<file path="src/rtl/wbgen_pkg.sv">
// wbgen_pkg: shared types and helpers for the Wishbone traffic generator.
//   wbgen_state_e : sequencer states
//   LFSR_POLY     : Galois feedback mask (right-shifting form)
//   DEFAULT_SEED  : default LFSR seed
//   bl_eff()      : effective burst length (0 -> 1, clamp to max_bl)
//   lfsr_next()   : one LFSR step
package wbgen_pkg;

  typedef enum logic [2:0] {
    StIdle,
    StWaitInit,
    StWrBeat,
    StWrGap,
    StRdBeat,
    StRdGap,
    StDone
  } wbgen_state_e;

  localparam logic [31:0] LFSR_POLY    = 32'h8020_0003;
  localparam logic [31:0] DEFAULT_SEED = 32'hACE1_2024;

  function automatic logic [7:0] bl_eff(input logic [7:0] cfg_bl, input int unsigned max_bl);
    if (cfg_bl == 8'd0) return 8'd1;
    if (32'(cfg_bl) > max_bl) return 8'(max_bl);
    return cfg_bl;
  endfunction

  // Galois step: shift right, fold the mask in when the bit shifted out is 1.
  function automatic logic [31:0] lfsr_next(input logic [31:0] v);
    return (v >> 1) ^ (v[0] ? LFSR_POLY : 32'd0);
  endfunction

endpackage

</file>
<file path="src/rtl/wbgen_lfsr.sv">
// wbgen_lfsr: 32-bit Galois LFSR holding the expected/generated data word.
//   sys_clk  : clock
//   RESETN   : asynchronous active-low reset, value returns to ResetVal
//   load     : reload from seed (a zero seed becomes 1); has priority over advance
//   seed     : reload value
//   advance  : step once
//   value    : current LFSR state
module wbgen_lfsr
  import wbgen_pkg::*;
#(
  parameter logic [31:0] ResetVal = DEFAULT_SEED
) (
  input  logic        sys_clk,
  input  logic        RESETN,
  input  logic        load,
  input  logic [31:0] seed,
  input  logic        advance,
  output logic [31:0] value
);

  logic [31:0] value_q;

  always_ff @(posedge sys_clk or negedge RESETN) begin
    if (!RESETN) begin
      value_q <= ResetVal;
    end else if (load) begin
      value_q <= (seed == 32'd0) ? 32'd1 : seed;
    end else if (advance) begin
      value_q <= lfsr_next(value_q);
    end
  end

  assign value = value_q;

endmodule

</file>
<file path="src/rtl/wb_traffic_gen.sv">
// wb_traffic_gen: Wishbone master that writes cfg_num_bursts bursts of LFSR data starting at
// cfg_start_addr, then reads them back in the same order and checks every beat.
//   Control : sys_clk, RESETN (async active-low), sdr_init_done, start (1-cycle pulse)
//   Config  : cfg_start_addr (word addr), cfg_bl (beats/burst), cfg_num_bursts
//   Status  : busy, done (sticky), pass, err_cnt (saturating), first_err_addr, timeout
//   Bus     : wb_cyc_o, wb_stb_o, wb_we_o, wb_addr_o, wb_sel_o, wb_dat_o, wb_dat_i, wb_ack_i
// Optional: define WBGEN_TIMEOUT_EN to abort a run when a beat waits TIMEOUT cycles for ack;
// without it timeout stays 0 and the sequencer waits for ack indefinitely.
module wb_traffic_gen
  import wbgen_pkg::*;
#(
  parameter int unsigned AW      = 30,
  parameter int unsigned DW      = 32,
  parameter int unsigned MAX_BL  = 16,
  parameter logic [31:0] SEED    = DEFAULT_SEED,
  parameter int unsigned TIMEOUT = 1024
) (
  input  logic            sys_clk,
  input  logic            RESETN,
  input  logic            sdr_init_done,
  input  logic            start,
  input  logic [AW-1:0]   cfg_start_addr,
  input  logic [7:0]      cfg_bl,
  input  logic [7:0]      cfg_num_bursts,
  output logic            busy,
  output logic            done,
  output logic            pass,
  output logic [15:0]     err_cnt,
  output logic [AW-1:0]   first_err_addr,
  output logic            timeout,
  output logic            wb_cyc_o,
  output logic            wb_stb_o,
  output logic            wb_we_o,
  output logic [AW-1:0]   wb_addr_o,
  output logic [DW/8-1:0] wb_sel_o,
  output logic [DW-1:0]   wb_dat_o,
  input  logic [DW-1:0]   wb_dat_i,
  input  logic            wb_ack_i
);

  localparam logic [31:0] SeedEff = (SEED == 32'd0) ? 32'd1 : SEED;

  if (MAX_BL < 1 || MAX_BL > 255 || TIMEOUT < 1) begin : g_param_check
    $error("wb_traffic_gen: MAX_BL must be 1..255 and TIMEOUT at least 1");
  end

  // Spread the 32-bit LFSR word across any data width.
  function automatic logic [DW-1:0] rep(input logic [31:0] v);
    logic [DW-1:0] r;
    for (int unsigned i = 0; i < DW; i++) r[i] = v[i % 32];
    return r;
  endfunction

  wbgen_state_e    state_q;
  logic [7:0]      bl_q, nb_q, beat_q, burst_q;
  logic [AW-1:0]   start_q, base_q;
  logic            busy_q, done_q, pass_q, timeout_q;
  logic [15:0]     err_cnt_q;
  logic [AW-1:0]   first_err_q;
  logic            cyc_q, stb_q, we_q;
  logic [DW/8-1:0] sel_q;
  logic [AW-1:0]   addr_q;
  logic [DW-1:0]   dat_q;

  logic        lfsr_load, lfsr_adv;
  logic [31:0] lfsr_val;
  logic        in_beat, acked, last_beat, last_burst, tmo_hit;
  logic [AW-1:0] next_base;

  assign in_beat    = stb_q && (state_q == StWrBeat || state_q == StRdBeat);
  assign acked      = in_beat && wb_ack_i;
  assign last_beat  = (beat_q == bl_q - 8'd1);
  assign last_burst = (burst_q == nb_q - 8'd1);
  assign next_base  = base_q + AW'(bl_q);

  assign lfsr_load = ((state_q == StIdle || state_q == StDone) && start) ||
                     (state_q == StWrGap && last_burst);
  assign lfsr_adv  = acked;

  wbgen_lfsr #(
    .ResetVal (SeedEff)
  ) u_lfsr (
    .sys_clk (sys_clk),
    .RESETN  (RESETN),
    .load    (lfsr_load),
    .seed    (SeedEff),
    .advance (lfsr_adv),
    .value   (lfsr_val)
  );

`ifdef WBGEN_TIMEOUT_EN
  localparam int unsigned TmoW = $clog2(TIMEOUT + 1);
  logic [TmoW-1:0] tmo_cnt_q;

  // Restarts on every ack and whenever no beat is pending, so each beat gets a fresh budget.
  always_ff @(posedge sys_clk or negedge RESETN) begin
    if (!RESETN) begin
      tmo_cnt_q <= '0;
    end else if (!in_beat || wb_ack_i) begin
      tmo_cnt_q <= '0;
    end else if (!tmo_hit) begin
      tmo_cnt_q <= tmo_cnt_q + 1'b1;
    end
  end

  assign tmo_hit = in_beat && !wb_ack_i && (tmo_cnt_q == TmoW'(TIMEOUT - 1));
`else
  assign tmo_hit = 1'b0;
`endif

  always_ff @(posedge sys_clk or negedge RESETN) begin
    if (!RESETN) begin
      state_q     <= StIdle;
      bl_q        <= 8'd0;
      nb_q        <= 8'd0;
      beat_q      <= 8'd0;
      burst_q     <= 8'd0;
      start_q     <= '0;
      base_q      <= '0;
      busy_q      <= 1'b0;
      done_q      <= 1'b0;
      pass_q      <= 1'b0;
      timeout_q   <= 1'b0;
      err_cnt_q   <= 16'd0;
      first_err_q <= '0;
      cyc_q       <= 1'b0;
      stb_q       <= 1'b0;
      we_q        <= 1'b0;
      sel_q       <= '0;
      addr_q      <= '0;
      dat_q       <= '0;
    end else begin
      unique case (state_q)
        StIdle, StDone: begin
          if (start) begin
            start_q     <= cfg_start_addr;
            base_q      <= cfg_start_addr;
            bl_q        <= bl_eff(cfg_bl, MAX_BL);
            nb_q        <= cfg_num_bursts;
            beat_q      <= 8'd0;
            burst_q     <= 8'd0;
            err_cnt_q   <= 16'd0;
            first_err_q <= '0;
            done_q      <= 1'b0;
            pass_q      <= 1'b0;
            timeout_q   <= 1'b0;
            busy_q      <= 1'b1;
            state_q     <= StWaitInit;
          end
        end

        StWaitInit: begin
          if (sdr_init_done) begin
            if (nb_q == 8'd0) begin
              busy_q  <= 1'b0;
              done_q  <= 1'b1;
              pass_q  <= 1'b1;
              state_q <= StDone;
            end else begin
              cyc_q   <= 1'b1;
              stb_q   <= 1'b1;
              we_q    <= 1'b1;
              sel_q   <= '1;
              addr_q  <= base_q;
              dat_q   <= rep(lfsr_val);
              state_q <= StWrBeat;
            end
          end
        end

        StWrBeat, StRdBeat: begin
          if (acked) begin
            if (state_q == StRdBeat && wb_dat_i != rep(lfsr_val)) begin
              if (err_cnt_q != 16'hFFFF) err_cnt_q <= err_cnt_q + 16'd1;
              if (err_cnt_q == 16'd0) first_err_q <= addr_q;
            end
            if (last_beat) begin
              cyc_q   <= 1'b0;
              stb_q   <= 1'b0;
              sel_q   <= '0;
              beat_q  <= 8'd0;
              state_q <= (state_q == StWrBeat) ? StWrGap : StRdGap;
            end else begin
              beat_q <= beat_q + 8'd1;
              addr_q <= addr_q + 1'b1;
              // Present the word the LFSR steps to on this same edge.
              if (state_q == StWrBeat) dat_q <= rep(lfsr_next(lfsr_val));
            end
          end else if (tmo_hit) begin
            cyc_q     <= 1'b0;
            stb_q     <= 1'b0;
            we_q      <= 1'b0;
            sel_q     <= '0;
            timeout_q <= 1'b1;
            busy_q    <= 1'b0;
            done_q    <= 1'b1;
            pass_q    <= 1'b0;
            state_q   <= StDone;
          end
        end

        StWrGap: begin
          cyc_q <= 1'b1;
          stb_q <= 1'b1;
          sel_q <= '1;
          if (last_burst) begin
            // LFSR reloads on this edge, so reads start comparing against SEED.
            burst_q <= 8'd0;
            base_q  <= start_q;
            addr_q  <= start_q;
            we_q    <= 1'b0;
            state_q <= StRdBeat;
          end else begin
            burst_q <= burst_q + 8'd1;
            base_q  <= next_base;
            addr_q  <= next_base;
            dat_q   <= rep(lfsr_val);
            state_q <= StWrBeat;
          end
        end

        StRdGap: begin
          if (last_burst) begin
            busy_q  <= 1'b0;
            done_q  <= 1'b1;
            pass_q  <= (err_cnt_q == 16'd0) && !timeout_q;
            state_q <= StDone;
          end else begin
            cyc_q   <= 1'b1;
            stb_q   <= 1'b1;
            sel_q   <= '1;
            burst_q <= burst_q + 8'd1;
            base_q  <= next_base;
            addr_q  <= next_base;
            state_q <= StRdBeat;
          end
        end

        default: state_q <= StIdle;
      endcase
    end
  end

  assign busy           = busy_q;
  assign done           = done_q;
  assign pass           = pass_q;
  assign err_cnt        = err_cnt_q;
  assign first_err_addr = first_err_q;
  assign timeout        = timeout_q;
  assign wb_cyc_o       = cyc_q;
  assign wb_stb_o       = stb_q;
  assign wb_we_o        = we_q;
  assign wb_addr_o      = addr_q;
  assign wb_sel_o       = sel_q;
  assign wb_dat_o       = dat_q;

endmodule

</file>
<file path="config.mk">
export PLATFORM = sky130hd
export DESIGN_NAME = wb_traffic_gen
export DESIGN_NICKNAME = d
export VERILOG_FILES = /design/src/rtl/wbgen_pkg.sv /design/src/rtl/wbgen_lfsr.sv /design/src/rtl/wb_traffic_gen.sv
export SDC_FILE = /design/constraint.sdc
export NUM_CORES = 1
export LEC_CHECK = 0
export CAP_MARGIN = 10
export CELL_PAD_IN_SITES_DETAIL_PLACEMENT = 0
export CELL_PAD_IN_SITES_GLOBAL_PLACEMENT = 1
export CORE_UTILIZATION = 52
export DETAILED_ROUTE_END_ITERATION = 10
export DONT_BUFFER_PORTS = 1
export PLACE_DENSITY = 0.94
export SYNTH_ARGS = -nofsm -noshare
export SYNTH_HDL_FRONTEND = slang
export SYNTH_SLANG_ARGS = --single-unit
</file>
<file path="constraint.sdc">
create_clock -name sys_clk -period 4.5 [get_ports sys_clk]
set_clock_uncertainty 0.15 [all_clocks]
set_input_delay 0.675 -clock sys_clk [delete_from_list [all_inputs] [get_ports sys_clk]]
set_output_delay 0.675 -clock sys_clk [all_outputs]
set_load 0.01 [all_outputs]
</file>
After elaboration in Yosys (flattened, before gate mapping)
Cells that the tools add are included.
{"block": "classes", "bitwise": 1, "addsub": 7, "n_mux": 81, "n_lt_le_gt_ge": 1, "eq_ne": 25, "reduce_logical": 32}
{"op": "30-bit 2-to-1 mux", "count": 11}
{"op": "32-bit 2-to-1 mux", "count": 9}
{"op": "30-bit one-hot mux with 4 select lines", "count": 1}
{"op": "32-bit one-hot mux with 3 select lines", "count": 1}
{"op": "30-bit one-hot mux with 3 select lines", "count": 1}
{"op": "8-bit 2-to-1 mux", "count": 9}
{"op": "16-bit 2-to-1 mux", "count": 4}
{"op": "30-bit one-hot mux with 2 select lines", "count": 1}
{"op": "32-bit != test", "count": 1}
{"op": "16-bit one-hot mux with 2 select lines", "count": 1}
{"op": "31-bit by 32-bit XOR with 32-bit output", "count": 1}
{"op": "30-bit by 1-bit adder with 30-bit output, second input constant", "count": 1}
{"op": "30-bit by 8-bit adder with 30-bit output", "count": 1}
{"op": "2-bit != test, second input constant", "count": 15}
{"op": "8-bit one-hot mux with 3 select lines", "count": 1}
{"op": "1-bit 2-to-1 mux", "count": 21}
{"op": "3-bit 2-to-1 mux", "count": 7}
{"op": "4-bit 2-to-1 mux", "count": 5}
{"op": "16-bit by 1-bit adder with 16-bit output, second input constant", "count": 1}
{"op": "8-bit by 1-bit adder with 8-bit output, second input constant", "count": 2}
{"op": "8-bit equality test", "count": 2}
{"op": "16-bit logical NOT", "count": 1}
{"op": "8-bit logical NOT", "count": 2}
{"op": "16-bit != test, second input constant", "count": 1}
{"op": "other kinds (25)", "count": 47}
{"block": "word_totals", "reg_bits": 244, "out_inout_bits": 119, "inputBits": 83}

Longest topological paths before layout
Gate-level depths: netlist of run 1.
{"block": "depth", "ltp_word": 9, "ltp_mapped": 12}

Hierarchy
A second synthesis of run 1 with hierarchy kept.
{"block": "unflattened", "cells_unflattened": 1527, "hier_area_um2": 13743.2}
{"mod": "wb_traffic_gen", "seq_area_each_um2": 5205.0, "cells_each": 1372, "n_inst": 1, "area_per_inst_um2": 12135.4}
{"mod": "wbgen_lfsr", "seq_area_each_um2": 814.5, "cells_each": 155, "n_inst": 1, "area_per_inst_um2": 1607.8}

Worst setup path before layout of run 1
No wires, ideal clock.
{"block": "synth_timing", "path_kind": "register -> register", "startpoint": "reg nb_q[0]", "endpoint": "reg dat_q[10] (netlist: wb_dat_o[10])", "required_ns": 4.225, "arrival_ns": 2.531, "path_stages_with_launch": 12, "path_buffers": 1, "setup_slack_ns": 1.694, "period_less_slack_ns": 2.806, "cell_sequence": "dfrtp_1 -> inv_1 -> ha_1 -> xor2_1 -> o211ai_1 -> a211oi_1 -> nand2_2 -> nor2_4 -> a2111oi_4 -> a21oi_4 -> buf_6 -> mux2_4"}
{"block": "synth_between", "elab_chain_len": 4}
{"item": "from (decl)", "line_no": "wb_traffic_gen.sv:55", "source": "logic [7:0] bl_q, nb_q, beat_q, burst_q;"}
{"item": "from (signal assigned)", "line_no": "wb_traffic_gen.sv:139", "source": "nb_q <= cfg_num_bursts;"}
{"item": "8-bit by 1-bit subtractor with 8-bit output", "line_no": "wb_traffic_gen.sv:73", "source": "assign last_burst = (burst_q == nb_q - 8'd1);"}
{"item": "8-bit equality test", "line_no": "wb_traffic_gen.sv:73"}
{"item": "2-bit != test (no line)"}
{"item": "7-bit AND reduction (no line) *"}
{"item": "to (signal assigned)", "line_no": "wb_traffic_gen.sv:165", "source": "dat_q <= rep(lfsr_val);"}
{"item": "to (signal assigned)", "line_no": "wb_traffic_gen.sv:187", "source": "if (state_q == StWrBeat) dat_q <= rep(lfsr_next(lfsr_val));"}
{"item": "to (signal assigned)", "line_no": "wb_traffic_gen.sv:217", "source": "dat_q <= rep(lfsr_val);"}
{"item": "to (decl)", "line_no": "wb_traffic_gen.sv:63", "source": "logic [DW-1:0] dat_q;"}
Every way passes the cells marked *; elsewhere a longest branch is shown, timed or not.
A chain may end at the register's enable or synchronous reset.

Final worst setup path of run 1
{"block": "layout_timing", "startpoint": "reg nb_q[0]", "endpoint": "reg addr_q[4] (netlist: wb_addr_o[4])"}
{"block": "layout_between", "elab_chain_len": 4}
{"item": "8-bit by 1-bit subtractor with 8-bit output", "line_no": "wb_traffic_gen.sv:73"}
{"item": "8-bit equality test", "line_no": "wb_traffic_gen.sv:73"}
{"item": "2-bit != test (no line) / 30-bit 2-to-1 mux (equally long branches)"}
{"item": "6-bit AND reduction (no line) / 30-bit one-hot mux with 4 select lines (equally long branches)"}
{"item": "to (signal assigned)", "line_no": "wb_traffic_gen.sv:164", "source": "addr_q <= base_q;"}
{"item": "to (signal assigned)", "line_no": "wb_traffic_gen.sv:185", "source": "addr_q <= addr_q + 1'b1;"}
{"item": "to (signal assigned)", "line_no": "wb_traffic_gen.sv:210", "source": "addr_q <= start_q;"}
{"item": "to (decl)", "line_no": "wb_traffic_gen.sv:62", "source": "logic [AW-1:0] addr_q;"}
Parallel ways exist; a longest one is shown, timed or not.

==> results of run 1 <==
-- cells by family (layout without fill, tap and decap cells) --
group	count (synthesis)	after routing	share of synthesized area (%)
compound gates	301	301	14.72
xor+xnor	121	121	7.863
fa+ha+maj	17	17	1.634
buf+inv	117	97	3.955
flops	240	240	44.66
mux	39	39	4.048
other cells	1	1	0.02782
simple gates	702	702	23.09
-- cell type report --
class / instances / area [um2] / area share (%)
timing repair buffer: 30 / 250.2 / 1.711
multi-input combinational: 1181 / 6965 / 47.61
inverter: 18 / 67.56 / 0.4619
clock inverter: 9 / 148.9 / 1.018
clock buffer: 40 / 764.5 / 5.226
tap: 330 / 412.9 / 2.822
sequential: 240 / 6020 / 41.15
-- final timing paths --
| path | start | cells past startpoint | endpoint |
|---|---|---|---|
| worst max-delay path | nb_q[0] | 11 | wb_addr_o[4] |
| worst min-delay path | RESETN | 0 | wb_dat_o[17] |
| worst max register to register | nb_q[0] | 11 | wb_addr_o[4] |
| worst min register to register | start_q[29] | 2 | start_q[29] |
| max in group asynchronous | RESETN | 0 | start_q[0] |
| min in group sys_clk | cfg_start_addr[21] | 2 | start_q[21] |
-- Yosys cell counts, drive strengths merged (5+ instances only) --
cell / n / share of area (%)
o211ai: 7 / 0.39
mux2i: 5 / 0.37
nand2b: 10 / 0.46
a31oi: 15 / 0.70
dfrtp: 229 / 43
dfstp: 11 / 2.1
buf: 43 / 1.9
clkbuf: 56 / 1.6
a211oi: 17 / 0.98
xnor2: 52 / 3.4
ha: 16 / 1.5
a22oi: 19 / 1.1
xor2: 69 / 4.5
o21ai: 97 / 3.6
nor2: 103 / 2.9
and3: 15 / 0.70
a21o: 7 / 0.39
and2: 6 / 0.28
a21oi: 68 / 2.6
nand3: 54 / 2.0
o2bb2ai: 6 / 0.39
or3: 8 / 0.37
nand2: 402 / 11
and4: 6 / 0.39
mux2: 34 / 3.7
a221oi: 13 / 0.84
inv: 17 / 0.47
nand4: 24 / 1.1
o22ai: 5 / 0.23
a2111oi: 9 / 1.1
a22o: 6 / 0.39
o31ai: 11 / 0.71
nor4: 19 / 0.99
nor3: 36 / 1.5
-- layer usage --
layer	global-route usage (%)	up-vias	part of all wire [%]
met5	0	-	0
met4	8.326	0	2.3
met3	7.538	65	12
met2	42.96	590	43
met1	42.24	5476	43
li1	-	5234	-
-- power groups by stage --
stage                     combinational (mW)  clock, mW  sequential, mW
after floorplan                         3.39          0            3.91
after global placement                  4.04          0            4.39
after detailed placement                4.16          0            4.42
after CTS                               4.19       2.31            4.39
after global routing                    4.68       2.40            4.53
final                                   4.22       2.29            4.42
-- per-stage QoR --
stage / instances / hold slack [ns] / utilization [%] / setup WS, ns
after floorplan: 1538 / 0.2294 / - / 1.694
after global placement: 1799 / 0.2342 / 54.15 / 1.079
after detailed placement: 1799 / 0.2337 / 54.15 / 0.9739
after CTS: 1848 / -0.3256 / 57.76 / 0.9432
after global routing: 1848 / -0.3315 / 57.76 / 0.7245
final: 1848 / -0.3126 / 57.76 / 0.9399
-- sequential cells by signal, summed over array words and instances, names as in the netlist --
| register | count |
|---|---|
| u_lfsr.value | 32 |
| wb_dat_o | 32 |
| base_q | 30 |
| first_err_addr | 30 |
| start_q | 30 |
| wb_addr_o | 30 |
| err_cnt | 16 |
| beat_q | 8 |
| bl_q | 8 |
| burst_q | 8 |
| nb_q | 8 |
| state_q | 3 |
| busy | 1 |
| done | 1 |
| pass | 1 |
| wb_sel_o | 1 |
| wb_we_o | 1 |
-- worst max-delay path, cell delays in order (launching register included) --
cell and delay, ns:
dfrtp_1 0.43, inv_1 0.12, ha_1 0.32, xor2_1 0.15, o211ai_1 0.10, a211oi_1 0.40, nand2_2 0.23, o31ai_4 0.62
buf_4 0.32, nor2_1 0.09, a2111oi_2 0.33, o22ai_1 0.13
==> results.json, run 1 <==
{
  "ioPinCount": 202,
  "stdcell_area_um2": 14630,
  "drc_errors": 0,
  "core_area_um2": 25330,
  "layout_commonest_cell": "nand2_1",
  "overflow": 0,
  "vias_per_cell": 6.150,
  "synthArstFlopShare_pct": 100.0,
  "die_w_um": 163.0,
  "comb_power_share_pct": 38.6,
  "avgSynthCellArea_um2": 8.763,
  "gp_congestion": 0.9021,
  "synth_fp_nets": 1638,
  "violations": "hold timing",
  "crit_type": "flip-flop to flip-flop",
  "grt_use_total_pct": 29.22,
  "fmax_mhz": 280.9,
  "num_rows": 58,
  "power_density_nw_per_um2": 747.4,
  "detail-route-antenna-nets": 0,
  "post-route-period-util_pct": 79.11,
  "slew_headroom_pct": 35.08,
  "die_height_um": 163.0,
  "first_pass_iters": 6,
  "drtIter0Drc": 1427,
  "post_dp_cell_area_um2": 13720,
  "startpoint_type": "flip-flop",
  "crit_required_ns": 4.73,
  "cts_setup_buffers": 0,
  "dominantRegCellSynth": "dfrtp_1",
  "p_int_mw": 6.163,
  "rrSetupSlack_ns": 0.94,
  "wl_per_cell_um": 21.25,
  "hp-class": "primary input to asynchronous set/reset pin",
  "clock_sinks": 240,
  "clock_path_buffers": 3,
  "dp_hpwl_um": 26880,
  "power_frac_clock_pct": 20.9,
  "wl_um": 39280,
  "synth_edf_count": 0,
  "synth-seq-cells": 240,
  "cts_root_buf": "clkbuf_16",
  "final_cell_mix": "nand2_1, dfrtp_1, nor2_1, o21ai_0, xor2_1",
  "diodes": 0,
  "final.setup.tns_ns": 0,
  "p_sw_share_pct": 43.63,
  "p_switching_mw": 4.770,
  "htree_num_levels": 1,
  "fin_crit_ns": 3.560,
  "antenna_found_initial": 0,
  "finish.net_count": 1598,
  "syn_area_um2": 13480,
  "end_kind": "flip-flop",
  "crit_path_max_fanout": 14,
  "yosys.cell_types.count": 75,
  "rsz0062_at_grt": "false",
  "vias": 11370,
  "total_power_mw": 10.93,
  "ctsResizeCount": 0,
  "seqPwrFrac_pct": 40.5,
  "layout-drive-gt1-share_pct": 9.486,
  "first_global_vias": 10730,
  "hold_viol_final": 240,
  "finalSetupViolCount": 0,
  "dieArea_um2": 26570,
  "ir_drop_v": 0.0003819,
  "outcome": "complete, but fails checks",
  "p_leak_nw": 6.519,
  "cts_buffers": 27,
  "grt_pass1_wl_um": 61050,
  "netlist_instances": 1538,
  "cts_tree": "done",
  "initial_core_util_pct": 53.22,
  "cts.reportedPaths.clkPinSlew_ns": 0.06,
  "fill_cells": 2188,
  "clkLatencyLatePin_ns": 0.53,
  "ys_seq_area_share_pct": 44.66,
  "grt_max_degree": 241,
  "port_buffers": 0,
  "arrival_ns": 3.79,
  "slew_violations": 0,
  "syn_to_final_growth_pct": 8.540,
  "yosysWarnings": 0,
  "hold_slack_ns": -0.3126,
  "worst_pin_slew_ns": 0.9702,
  "drv_cap": 0
}
No activity file was read; power rests on OpenSTA's default activity.
==> run 2, diff against run 1 <==
- CORE_UTILIZATION: 52 -> 49
- PLACE_DENSITY: 0.94 -> 0.9
- clock period: 4.5 -> 3.4 ns (I/O delays scaled with it)
==> run 2 against run 1 <==
The run still ends with hold timing left. Maximum frequency is 10% higher. Non-clock buffer count is 54 higher. Worst hold slack lost 0.18 ns. Highest routed layer is now met5. Critical path depth stayed put. Final area is 4.3% higher. Sequential power increased by 33%. Largest power group unchanged. Core utilization decreased by 1.2 points.
==> results.json, run 2 (synthesized netlist as in run 1, its figures left out) <==
{
  "outcome": "complete, but fails checks",
  "violations": "hold timing",
  "crit_required_ns": 3.68,
  "cpLargestDelayFamily": "simple AND/OR/NAND/NOR gates",
  "cts_tree": "done",
  "first_pass_iters": 5,
  "worst_pin_slew_ns": 0.9183,
  "cts.reportedPaths.clkPinSlew_ns": 0.06,
  "clkLatencyLatePin_ns": 0.55,
  "drtIter0Drc": 1224,
  "overflow": 0,
  "drc_errors": 0,
  "vias_per_cell": 6.030,
  "final.setup.tns_ns": 0,
  "slowest_delay_ns": 0.43,
  "hold_viol_final": 240,
  "rsz0062_at_grt": "false",
  "core_area_um2": 26950,
  "post-route-period-util_pct": 95.12,
  "gp_congestion": 0.9075,
  "grt_max_degree": 241,
  "die_height_um": 167.9,
  "hold_slack_ns": -0.4939,
  "grt_use_total_pct": 27.70,
  "initial_core_util_pct": 50.01,
  "hp-class": "primary input to asynchronous set/reset pin",
  "end_kind": "flip-flop",
  "crit_chain": "inv_1 -> ha_1 -> xnor2_1 -> and4b_1 -> a41oi_1 -> and2_1 -> nor2_4 -> a2111oi_4 -> a21oi_4 -> buf_4 -> mux2_4",
  "final_cell_mix": "nand2_1, dfrtp_1, nor2_1, o21ai_0, xor2_1",
  "crit_path_max_fanout": 17,
  "dp_hpwl_um": 27140,
  "vias": 11570,
  "port_buffers": 0,
  "first_global_vias": 10830,
  "power_density_nw_per_um2": 965.3,
  "layout-drive-gt1-share_pct": 10.41,
  "fmax_mhz": 309.2,
  "arrival_ns": 3.51,
  "die_w_um": 167.9,
  "antenna_found_initial": 5,
  "crit_type": "flip-flop to flip-flop",
  "cts_buffers": 28,
  "ioPinCount": 202,
  "wl_um": 39200,
  "grt_pass1_wl_um": 62130,
  "fin_crit_ns": 3.234,
  "total_power_mw": 14.72,
  "num_rows": 60,
  "startpoint_type": "flip-flop",
  "layout_commonest_cell": "nand2_1",
  "dp.cells": 1823,
  "detail-route-antenna-nets": 0,
  "clock_sinks": 240,
  "finish.net_count": 1653,
  "syn_to_final_growth_pct": 13.15,
  "htree_num_levels": 1,
  "clock_path_buffers": 3,
  "finalSetupViolCount": 0,
  "slew_violations": 0,
  "p_leak_nw": 6.787,
  "utilization_pct": 56.59,
  "finalNonFillerCells": 1919,
  "cts_root_buf": "clkbuf_16",
  "dieArea_um2": 28170,
  "ctsHoldBuffers": 41,
  "slew_headroom_pct": 38.55,
  "wl_per_cell_um": 20.43,
  "drv_cap": 0,
  "worst-path-buf-inv": 2,
  "critPathSlowestCell": "dfrtp_1",
  "ir_drop_v": 0.0005633
}
run 2: cell types whose count changed in the layout (fill, tap and decap cells not counted), sizes merged:
cell         change
dlygate4sd3     +41
diode            +3
inv              +1
clkinv           -2
clkinvlp         +2
clkbuf           +3
bufinv           -1
buf             +13
run 2: what timing repair did:
action	CTS	global route
buffers inserted	0	0
setup endpoints to repair	0	64
endpoints found under the hold margin	297	240
resized for setup	0	3
run 2: path summary, 6_finish.rpt:
path | end | cells after the start | slack, ns | start
worst max-delay path | wb_dat_o[12] | 11 | 0.17 | nb_q[0]
worst min-delay path | wb_dat_o[17] | 0 | -0.49 | RESETN
worst max register to register | wb_dat_o[12] | 11 | 0.17 | nb_q[0]
worst min register to register | start_q[0] | 1 | 0.33 | start_q[0]
max in group asynchronous | burst_q[0] | 0 | 3.09 | RESETN
min in group sys_clk | base_q[26] | 2 | 0.01 | cfg_start_addr[26]
run 2: metrics by stage:
| stage | hold WS (ns) | instance area [um2] | setup WS (ns) |
|---|---|---|---|
| after floorplan | 0.06441 | 13480 | 0.5942 |
| after global placement | 0.07119 | 13830 | 0.2299 |
| after detailed placement | 0.07175 | 13830 | 0.1400 |
| after CTS | -0.5043 | 15220 | 0.1223 |
| after global routing | -0.5167 | 15250 | 0.01435 |
| final | -0.4939 | 15250 | 0.1660 |
run 2: final cells by class:
cell class	instances	area (um2)
Clock inverter	9	128.9
Sequential cell	240	6020
Timing Repair Buffer	84	758.2
Tap cell	341	426.7
Fill cell	2388	11700
Multi-Input combinational cell	1181	6984
Clock buffer	43	858.3
Antenna cell	3	7.507
Inverter	18	67.56
run 2: layer usage:
metal	wire length, um	vias to the layer above	GRT usage [%]
li1	-	5356	-
met1	17770	5629	42.07
met2	16890	528	40.33
met3	3839	54	5.853
met4	681	4	6.063
met5	23	-	0
run 2: power breakdown:
| group | internal (mW) | switching, mW |
|---|---|---|
| Clock | 1.96 | 1.22 |
| Sequential | 4.02 | 1.84 |
| Combinational | 2.39 | 3.29 |
| Total | 8.37 | 6.35 |
